[src/rtl/bus6502_pkg.sv]
// Shared types and constants for the 6502 test-system bus initiator.
package bus6502_pkg;

  // Bus-cycle sequencer states; VFY is only entered when WRITE_VERIFY_EN is defined.
  typedef enum logic [1:0] {
    IDLE = 2'd0,
    PH1  = 2'd1,
    PH2  = 2'd2,
    VFY  = 2'd3
  } state_t;

  localparam int ADDR_W_DEF = 16;
  localparam int DATA_W_DEF = 8;

  // Width of the half-period counter; holds HALF-1 for HALF up to 255.
  localparam int HALF_W = 8;

endpackage

[src/rtl/bus6502_phase_ctr.sv]
// Phase generator: loadable half-period down-counter plus the phi register.
// start reloads the counter and raises phi; end_ph1 drops phi and reloads
// for the low half; end_ph2 marks the last eclk of the bus cycle.
module bus6502_phase_ctr
  import bus6502_pkg::*;
#(
  parameter int HALF = 2
) (
  input  logic eclk,
  input  logic ereset_n,
  input  logic start,
  input  logic in_ph1,
  input  logic in_ph2,
  output logic phi,
  output logic cnt_zero,
  output logic end_ph1,
  output logic end_ph2
);

  localparam logic [HALF_W-1:0] RELOAD = HALF_W'(HALF - 1);

  logic [HALF_W-1:0] cnt;

  assign cnt_zero = (cnt == '0);
  assign end_ph1  = in_ph1 && cnt_zero;
  assign end_ph2  = in_ph2 && cnt_zero;

  // Counter and phi: start wins over the phase-1 terminal count so a
  // back-to-back accept raises phi on the same edge the previous cycle ends.
  always_ff @(posedge eclk or negedge ereset_n) begin
    if (!ereset_n) begin
      cnt <= '0;
      phi <= 1'b0;
    end else if (start) begin
      cnt <= RELOAD;
      phi <= 1'b1;
    end else if (end_ph1) begin
      cnt <= RELOAD;
      phi <= 1'b0;
    end else if ((in_ph1 || in_ph2) && !cnt_zero) begin
      cnt <= cnt - 1'b1;
    end
  end

endmodule

[src/rtl/bus6502_master.sv]
// Bus initiator for the 6502 test-system memory bus: turns valid/ready
// requests into phi-clocked bus cycles and returns a one-cycle response.
// Optional feature macro: WRITE_VERIFY_EN (read back every write and flag
// mismatches on rsp_err).
module bus6502_master
  import bus6502_pkg::*;
#(
  parameter int HALF   = 2,
  parameter int ADDR_W = ADDR_W_DEF,
  parameter int DATA_W = DATA_W_DEF
) (
  input  logic              eclk,
  input  logic              ereset_n,
  input  logic              req_valid,
  output logic              req_ready,
  input  logic [ADDR_W-1:0] req_addr,
  input  logic [DATA_W-1:0] req_wdata,
  input  logic              req_we,
  output logic              rsp_valid,
  output logic              rsp_we,
  output logic [DATA_W-1:0] rsp_rdata,
  output logic              rsp_err,
  output logic              phi,
  output logic [ADDR_W-1:0] a,
  output logic              rw,
  output logic [DATA_W-1:0] bus_wdata,
  input  logic [DATA_W-1:0] bus_rdata
);

  if (HALF < 2 || HALF > 255) begin : g_bad_half
    $error("bus6502_master: HALF must be within 2..255");
  end

  state_t state, state_n;
  logic   alive;
  logic   we_q;
  logic   start, accept, fin, to_vfy;
  logic   in_ph1, in_ph2;
  logic   cnt_zero, end_ph1, end_ph2;
  logic   vfy_pending;
  logic   mismatch;

`ifdef WRITE_VERIFY_EN
  // A write owes a read-back from accept until the VFY cycle ends, so the
  // request port stays closed for the whole 4*HALF write.
  assign vfy_pending = we_q || (state == VFY);
  assign in_ph1      = (state == PH1) || ((state == VFY) && phi);
  assign in_ph2      = (state == PH2) || ((state == VFY) && !phi);
  assign mismatch    = (state == VFY) && (bus_rdata != bus_wdata);
`else
  assign vfy_pending = 1'b0;
  assign in_ph1      = (state == PH1);
  assign in_ph2      = (state == PH2);
  assign mismatch    = 1'b0;
`endif

  bus6502_phase_ctr #(
    .HALF(HALF)
  ) u_phase (
    .eclk    (eclk),
    .ereset_n(ereset_n),
    .start   (start),
    .in_ph1  (in_ph1),
    .in_ph2  (in_ph2),
    .phi     (phi),
    .cnt_zero(cnt_zero),
    .end_ph1 (end_ph1),
    .end_ph2 (end_ph2)
  );

  // Next-state and cycle-control decode.
  always_comb begin
    state_n   = state;
    start     = 1'b0;
    fin       = 1'b0;
    to_vfy    = 1'b0;
    req_ready = alive && ((state == IDLE) ||
                          ((state == PH2) && cnt_zero && !vfy_pending));
    accept    = req_valid && req_ready;
    case (state)
      IDLE: begin
        if (accept) begin
          state_n = PH1;
          start   = 1'b1;
        end
      end
      PH1: begin
        if (end_ph1) state_n = PH2;
      end
      PH2: begin
        if (end_ph2) begin
`ifdef WRITE_VERIFY_EN
          if (we_q) begin
            state_n = VFY;
            start   = 1'b1;
            to_vfy  = 1'b1;
          end else
`endif
          begin
            fin = 1'b1;
            if (accept) begin
              state_n = PH1;
              start   = 1'b1;
            end else begin
              state_n = IDLE;
            end
          end
        end
      end
`ifdef WRITE_VERIFY_EN
      VFY: begin
        if (end_ph2) begin
          fin     = 1'b1;
          state_n = IDLE;
        end
      end
`endif
      default: state_n = IDLE;
    endcase
  end

  // State, bus drive and response registers; a/rw/bus_wdata only change on
  // accept or at cycle end, so they stay stable across the write strobe.
  always_ff @(posedge eclk or negedge ereset_n) begin
    if (!ereset_n) begin
      state     <= IDLE;
      alive     <= 1'b0;
      we_q      <= 1'b0;
      a         <= '0;
      rw        <= 1'b1;
      bus_wdata <= '0;
      rsp_valid <= 1'b0;
      rsp_we    <= 1'b0;
      rsp_rdata <= '0;
      rsp_err   <= 1'b0;
    end else begin
      state     <= state_n;
      alive     <= 1'b1;
      rsp_valid <= fin;
      if (fin) begin
        rsp_we    <= we_q;
        rsp_rdata <= (we_q && (state != VFY)) ? '0 : bus_rdata;
        rsp_err   <= mismatch;
      end
      if (accept) begin
        a         <= req_addr;
        rw        <= !req_we;
        bus_wdata <= req_we ? req_wdata : '0;
        we_q      <= req_we;
      end else if (fin || to_vfy) begin
        rw <= 1'b1;
      end
    end
  end

endmodule

[config.mk]
export PLATFORM = sky130hd
export DESIGN_NAME = bus6502_master
export DESIGN_NICKNAME = d
export VERILOG_FILES = /design/src/rtl/bus6502_pkg.sv /design/src/rtl/bus6502_phase_ctr.sv /design/src/rtl/bus6502_master.sv
export SDC_FILE = /design/constraint.sdc
export NUM_CORES = 1
export LEC_CHECK = 0
export CAP_MARGIN = 20
export CORE_ASPECT_RATIO = 1.75
export CORE_MARGIN = 8
export CORE_UTILIZATION = 42
export CTS_BUF_LIST = sky130_fd_sc_hd__clkbuf_16
export CTS_CLUSTER_SIZE = 24
export DETAILED_ROUTE_END_ITERATION = 10
export DONT_BUFFER_PORTS = 1
export PLACE_DENSITY_LB_ADDON = 0.1
export RECOVER_POWER = 25
export SLEW_MARGIN = 20
export SYNTH_ARGS = -nofsm -noshare
export SYNTH_HDL_FRONTEND = slang
export SYNTH_SLANG_ARGS = --single-unit
[constraint.sdc]
create_clock -name eclk -period 3.15 [get_ports eclk]
set_input_delay 0.315 -clock eclk [delete_from_list [all_inputs] [get_ports eclk]]
set_output_delay 0.315 -clock eclk [all_outputs]
set_load 0.005 [all_outputs]
[Word level (Yosys, flattened, before mapping)]
Index checks and enable logic that the tools add are counted.
Word-level totals
  register bits after elaboration: 48
  word-level logic and storage cells: 53
Operators by class
  add/subtract/negate cells: 1
  equality and inequality tests: 6
  muxes and demuxes: 19
  reduce and logical (&&, ||, !) cells: 16
Operators by type and width (count)
  $mux W8: 5
  $mux W1: 9
  $logic_not A8 Y1: 1
  $ne A2 B2 Y1 const B: 4
  $sub A8 B1 Y8 const B: 1
  $logic_and A1 B1 Y1: 6
  $mux W2: 3
  $pmux W2 S3: 1
  $reduce_bool A2 Y1: 2
  $reduce_and A3 Y1: 1
  $reduce_bool A3 Y1: 1
  $eq A2 B1 Y1 const B: 1
  $eq A2 B2 Y1 const B: 1
  $logic_not A1 Y1: 2
  $logic_not A2 Y1: 1
  $logic_or A1 B1 Y1: 2
  $pmux W1 S2: 1

[Longest topological paths before layout]
  word-level depth: 9
  mapped depth: 7
  depth with buffers taken out: 6

[Hierarchy]
From an unflattened synthesis, not the netlist that was laid out.
Second synthesis, totals
  cell total of the unflattened synthesis: 178
  area, all modules: 2134.5 um^2
Modules (own cells, without submodules)
  bus6502_master: times used 1, cells each 127, area each 1622.8 um^2, sequential area each 977.2 um^2
  bus6502_phase_ctr: times used 1, cells each 51, area each 511.7 um^2, sequential area each 225.2 um^2

[Worst setup path before layout]
No wires, ideal clock.
  path kind: register to register
  start point: register u_phase.cnt[0]
  end point: register a[10]
  data arrival time: 1903 ps
  slack: 1122 ps
  stages on the path, launching flop included: 8
  cell sequence: dfrtp_1 inv_1 ha_1 nor4b_4 nand3_4 a21oi_4 buf_8 mux2_4
Between the ends
  word-level cells in the longest chain between the ends: 5
Ends and longest elaborated chain
  start: declaration: RTL line bus6502_phase_ctr.sv:22  | logic [HALF_W-1:0] cnt;
  start signal: assignment: RTL line bus6502_phase_ctr.sv:41  | cnt <= cnt - 1'b1;
  $logic_not A8 Y1: RTL line bus6502_phase_ctr.sv:24  | assign cnt_zero = (cnt == '0);
  $logic_and A1 B1 Y1: RTL line bus6502_master.sv:78  | ((state == PH2) && cnt_zero && !vfy_pending));
  $logic_or A1 B1 Y1: RTL line bus6502_master.sv:77  | req_ready = alive && ((state == IDLE) ||
  $logic_and A1 B1 Y1: RTL line bus6502_master.sv:77
  $logic_and A1 B1 Y1: RTL line bus6502_master.sv:79  | accept = req_valid && req_ready;
  end signal: assignment: RTL line bus6502_master.sv:146  | a <= req_addr;
  end: declaration: RTL line bus6502_master.sv:24  | output logic [ADDR_W-1:0] a,
No other way between the ends.
A chain may end at the register's enable or synchronous reset.

[Final worst setup path]
  start point: register u_phase.cnt[0]
  end point: register a[5]
The elaborated chain is that of the path after synthesis.

==> impl_table.tex <==
\begin{tabular}{lr}
\hline
Metric & Value \\
\hline
\multicolumn{2}{l}{\textbf{Status}} \\
\quad Run status & completed \\
\multicolumn{2}{l}{\textbf{Routing}} \\
\quad Routed length on met1 & 1.714 mm \\
\quad Total wirelength of the detailed-routed design & 4.555 mm \\
\quad Pre-Repair DR Iteration Count & 4 \\
\quad Amount of wire on met2 after detailed routing & 2.363 mm \\
\quad Initial drt markers & 76 \\
\quad Vias & 1376 \\
\quad Top routing layer used & met4 \\
\quad Vias per cell & 5.526 \\
\quad Routed WL per cell & 18.29 µm \\
\quad WL met3 & 403 µm \\
\quad Antenna-violating nets left & 0 \\
\quad DRC violation count after routing & 0 \\
\multicolumn{2}{l}{\textbf{Synth}} \\
\quad Xor/xnor share of the synthesized area & 0.01182 \\
\quad Sequential cell area fraction in the yosys report & 0.5411 \\
\quad Top cells by count, synth & 47 x sky130\_fd\_sc\_hd\_\_dfrtp\_1, 29 x sky130\_fd\_sc\_hd\_\_nand2\_1, 14 x sky130\_fd\_sc\_hd\_\_inv\_1, 10 x sky130\_fd\_sc\_hd\_\_mux2\_2 \\
\quad Share of Yosys cell area claimed by the top area cell type & 0.5293 \\
\quad Combinational family with the most area after synthesis & multiplexers \\
\quad Most common cell in the synthesized netlist & sky130\_fd\_sc\_hd\_\_dfrtp\_1 \\
\quad Post-Synth Adder-Cell Area & 0.03941 \\
\quad Prevailing post-synth register cell & sky130\_fd\_sc\_hd\_\_dfrtp\_1 \\
\quad YS warnings & 0 \\
\quad Share of synthesized area spent on multiplexers & 0.1520 \\
\quad Fraction of registers with async set/reset & 1.000 \\
\quad Nets in the synthesized netlist & 233 \\
\quad Flops \& latches, synth & 48 \\
\quad Simple-gate share of the synthesized area & 0.1267 \\
\quad Synthesized area per cell & 11.70 µm² \\
\quad Compound-gate portion of the synthesized area & 0.07995 \\
\quad Synthesized area & 2222 µm² \\
\quad Instance count of the mapped netlist & 190 \\
\quad Most area-hungry cell type in the Yosys netlist & sky130\_fd\_sc\_hd\_\_dfrtp\_1 \\
\quad Number of enable-type register cells in the synthesized netlist & 0 \\
\quad Ranking of synthesized cells by area & sky130\_fd\_sc\_hd\_\_dfrtp\_1 53\%, sky130\_fd\_sc\_hd\_\_mux2\_4 6.1\%, sky130\_fd\_sc\_hd\_\_mux2\_2 5.1\%, sky130\_fd\_sc\_hd\_\_nand2\_1 4.9\%, sky130\_fd\_sc\_hd\_\_mux2i\_1 4.1\% \\
\quad Number of different library cells in the post-synthesis netlist & 45 \\
\multicolumn{2}{l}{\textbf{Setup path}} \\
\quad Crit-path max FO & 28 \\
\quad Path depth of the worst reg2reg path & 7 \\
\quad Worst Path Arrival & 2.55 ns \\
\quad CP startpoint kind & flip-flop \\
\quad Worst setup EP type & flip-flop \\
\quad Required time at the endpoint of the critical path & 3.31 ns \\
\quad Critical path start-end classification & flip-flop to flip-flop \\
\multicolumn{2}{l}{\textbf{Placed design}} \\
\quad Final estimated routing congestion in global placement & 0.7570 \\
\quad Worst slack after detailed placement & 0.7731 ns \\
\quad IO Port Bufs & 0 \\
\quad Area after detailed placement & 2250 µm² \\
\quad Cell count after placement & 239 \\
\quad Post-detailed-placement half-perimeter wirelength & 3.425 mm \\
\multicolumn{2}{l}{\textbf{Final layout}} \\
\quad Share of layout cells above drive strength 1 & 0.1804 \\
\quad Antenna Diode Count & 0 \\
\quad Area Overhead vs Synth & 9.347\% \\
\quad Post-layout instance area & 2430 µm² \\
\quad Final layout net count & 236 \\
\quad Non-Filler Instances & 249 \\
\multicolumn{2}{l}{\textbf{Floorplan}} \\
\quad Core box area & 5167 µm² \\
\quad Die extent in y & 112.2 µm \\
\quad Site row count & 35 \\
\quad Die area & 7966 µm² \\
\quad Die Wd & 70.99 µm \\
\quad I/O Pins & 74 \\
\quad Starting Density & 0.4300 \\
\multicolumn{2}{l}{\textbf{STA}} \\
\quad Shortest clock period the worst path allows after layout & 2.386 ns \\
\quad Max-slew violations & 0 \\
\quad Rel. slew slack & 0.5531 \\
\quad PnR worst setup slack & 0.7641 ns \\
\quad Highest achievable clock rate & 419.1 MHz \\
\quad Total count of hold-check failures in the final report & 0 \\
\quad Count of endpoints failing setup in the final report & 0 \\
\quad Ratio of final minimum period to clock period & 0.7574 \\
\quad Transition time of the tightest slew-check pin & 0.6704 ns \\
\quad RSZ-0062 raised after global routing & false \\
\quad Worst setup skew after layout & 0.004465 ns \\
\quad Final total negative setup slack & 0 ns \\
\multicolumn{2}{l}{\textbf{Clock tree}} \\
\quad Hold-fix buffers, CTS & 2 \\
\quad Post-CTS Setup Inserts & 0 \\
\quad Clock tree buffer depth & 2 \\
\quad Number of levels the H-tree was split into & 2 \\
\quad Root Driver & sky130\_fd\_sc\_hd\_\_clkbuf\_16 \\
\quad Gates resized, CTS repair & 0 \\
\quad Clock Pin Slew Worst Setup and Hold Paths & 0.06 ns \\
\quad Number of buffers added by the clock tree synthesis step & 5 \\
\quad Clock sink count & 48 \\
\quad TritonCTS clock tree & done \\
\quad Clock Latency Late Sink & 0.28 ns \\
\multicolumn{2}{l}{\textbf{Worst hold path}} \\
\quad Hold Crit Depth & 1 \\
\quad Worst hold path class & input port to flip-flop \\
\multicolumn{2}{l}{\textbf{Global routing}} \\
\quad Via count of the first global-routing pass & 1522 \\
\quad Wire length of the first global-routing pass & 7.721 mm \\
\quad Remaining global-route overflow & 0 \\
\quad Total Routing Usage GR & 0.1195 \\
\quad Antenna violations before repair & 0 \\
\quad Pin count of the biggest net entering global routing & 49 \\
\multicolumn{2}{l}{\textbf{Power}} \\
\quad Power per standard cell area & 991.1 nW/µm² \\
\quad Peak supply drop & 0.0003984 V \\
\quad Leak & 1.108 nW \\
\multicolumn{2}{l}{\textbf{Flow run}} \\
\quad Maximum capacitance violations & 0 \\
\hline
\end{tabular}
==> registers in the layout (all words and copies together), names as in the netlist <==
name and flops:
bus_wdata 8, rsp_we 1, a 16, rsp_valid 1
state 2, u_phase.cnt 8, rw 1, we_q 1
rsp_rdata 8, u_phase.phi 1, alive 1
==> cell usage in the layout (no fill, tap or decap), types with 2 or more instances in the layout <==
master / n
sky130_fd_sc_hd__or3_1: 2
sky130_fd_sc_hd__nand2b_1: 2
sky130_fd_sc_hd__nand2_1: 29
sky130_fd_sc_hd__xor2_1: 3
sky130_fd_sc_hd__a21oi_1: 6
sky130_fd_sc_hd__nor2_1: 7
sky130_fd_sc_hd__dfrtp_1: 47
sky130_fd_sc_hd__conb_1: 2
sky130_fd_sc_hd__o21ai_0: 9
sky130_fd_sc_hd__inv_1: 14
sky130_fd_sc_hd__mux2_4: 9
sky130_fd_sc_hd__mux2_2: 10
sky130_fd_sc_hd__ha_1: 7
sky130_fd_sc_hd__mux2i_1: 9
sky130_fd_sc_hd__nand3_1: 2
sky130_fd_sc_hd__clkbuf_16: 5
==> where the power goes <==
group          switching (mW)  total [mW]  internal (mW)
Sequential              0.261        1.17          0.904
Clock                   0.219       0.512          0.293
Combinational           0.367       0.731          0.364
==> routing by layer <==
layer | GRT usage | vias up
met5 | 0 | -
met4 | 0.05734 | 0
met3 | 0.04196 | 6
met2 | 0.2016 | 56
met1 | 0.1287 | 669
li1 | - | 645
==> cell families (layout without fill, tap and decap cells) <==
| kind of cell | Yosys count | in the layout |
|---|---|---|
| AOI/OAI and AO/OA | 27 | 27 |
| xor gates and xnor gates | 3 | 3 |
| adders and majority gates | 7 | 7 |
| buffers and inverters | 21 | 25 |
| DFF | 48 | 48 |
| muxes | 28 | 28 |
| other | 2 | 2 |
| and+or+nand+nor | 54 | 54 |
==> final cells by class <==
cell class / count / area [µm²]
sequential: 48 / 1202
tap: 55 / 68.82
clock buffer: 5 / 125.1
timing repair buffer: 3 / 45.04
multi-input combinational: 121 / 918.4
inverter: 14 / 52.55
fill: 488 / 2738
clock inverter: 3 / 17.52
==> final timing paths <==
path	start	end	slack (ns)
worst max-delay path	u_phase.cnt[0]$_DFFE_PN0P_	a[5]$_DFFE_PN0N_	0.76
worst min-delay path	req_we	rw$_DFFE_PN1P_	0.09
worst max register to register	u_phase.cnt[0]$_DFFE_PN0P_	a[5]$_DFFE_PN0N_	0.76
worst min register to register	rsp_rdata[0]$_DFFE_PN0P_	rsp_rdata[0]$_DFFE_PN0P_	0.51
max in group asynchronous	ereset_n	rw$_DFFE_PN1P_	2.31
min in group asynchronous	ereset_n	a[8]$_DFFE_PN0N_	0.58
==> worst max-delay path, cell delays in order, from the launching register on <==
cell and delay [ns]:
sky130_fd_sc_hd__dfrtp_1 0.43, sky130_fd_sc_hd__inv_1 0.12, sky130_fd_sc_hd__ha_1 0.18, sky130_fd_sc_hd__nor4b_4 0.32
sky130_fd_sc_hd__nand3_4 0.23, sky130_fd_sc_hd__a21oi_4 0.19, sky130_fd_sc_hd__buf_4 0.39, sky130_fd_sc_hd__mux2_2 0.39
==> stage by stage <==
stage / hold WS [ns] / total power [mW] / utilization
4_1_cts: 0.07973 / 2.449 / 0.4702
3_3_place_gp: 0.02095 / 1.873 / 0.4354
3_5_place_dp: 0.02125 / 1.907 / 0.4354
6_report: 0.08808 / 2.408 / 0.4702
2_1_floorplan: 0.01941 / 1.719 / -
5_1_grt: 0.09107 / 2.592 / 0.4702
Note: power is estimated with default switching activity, not from simulation.
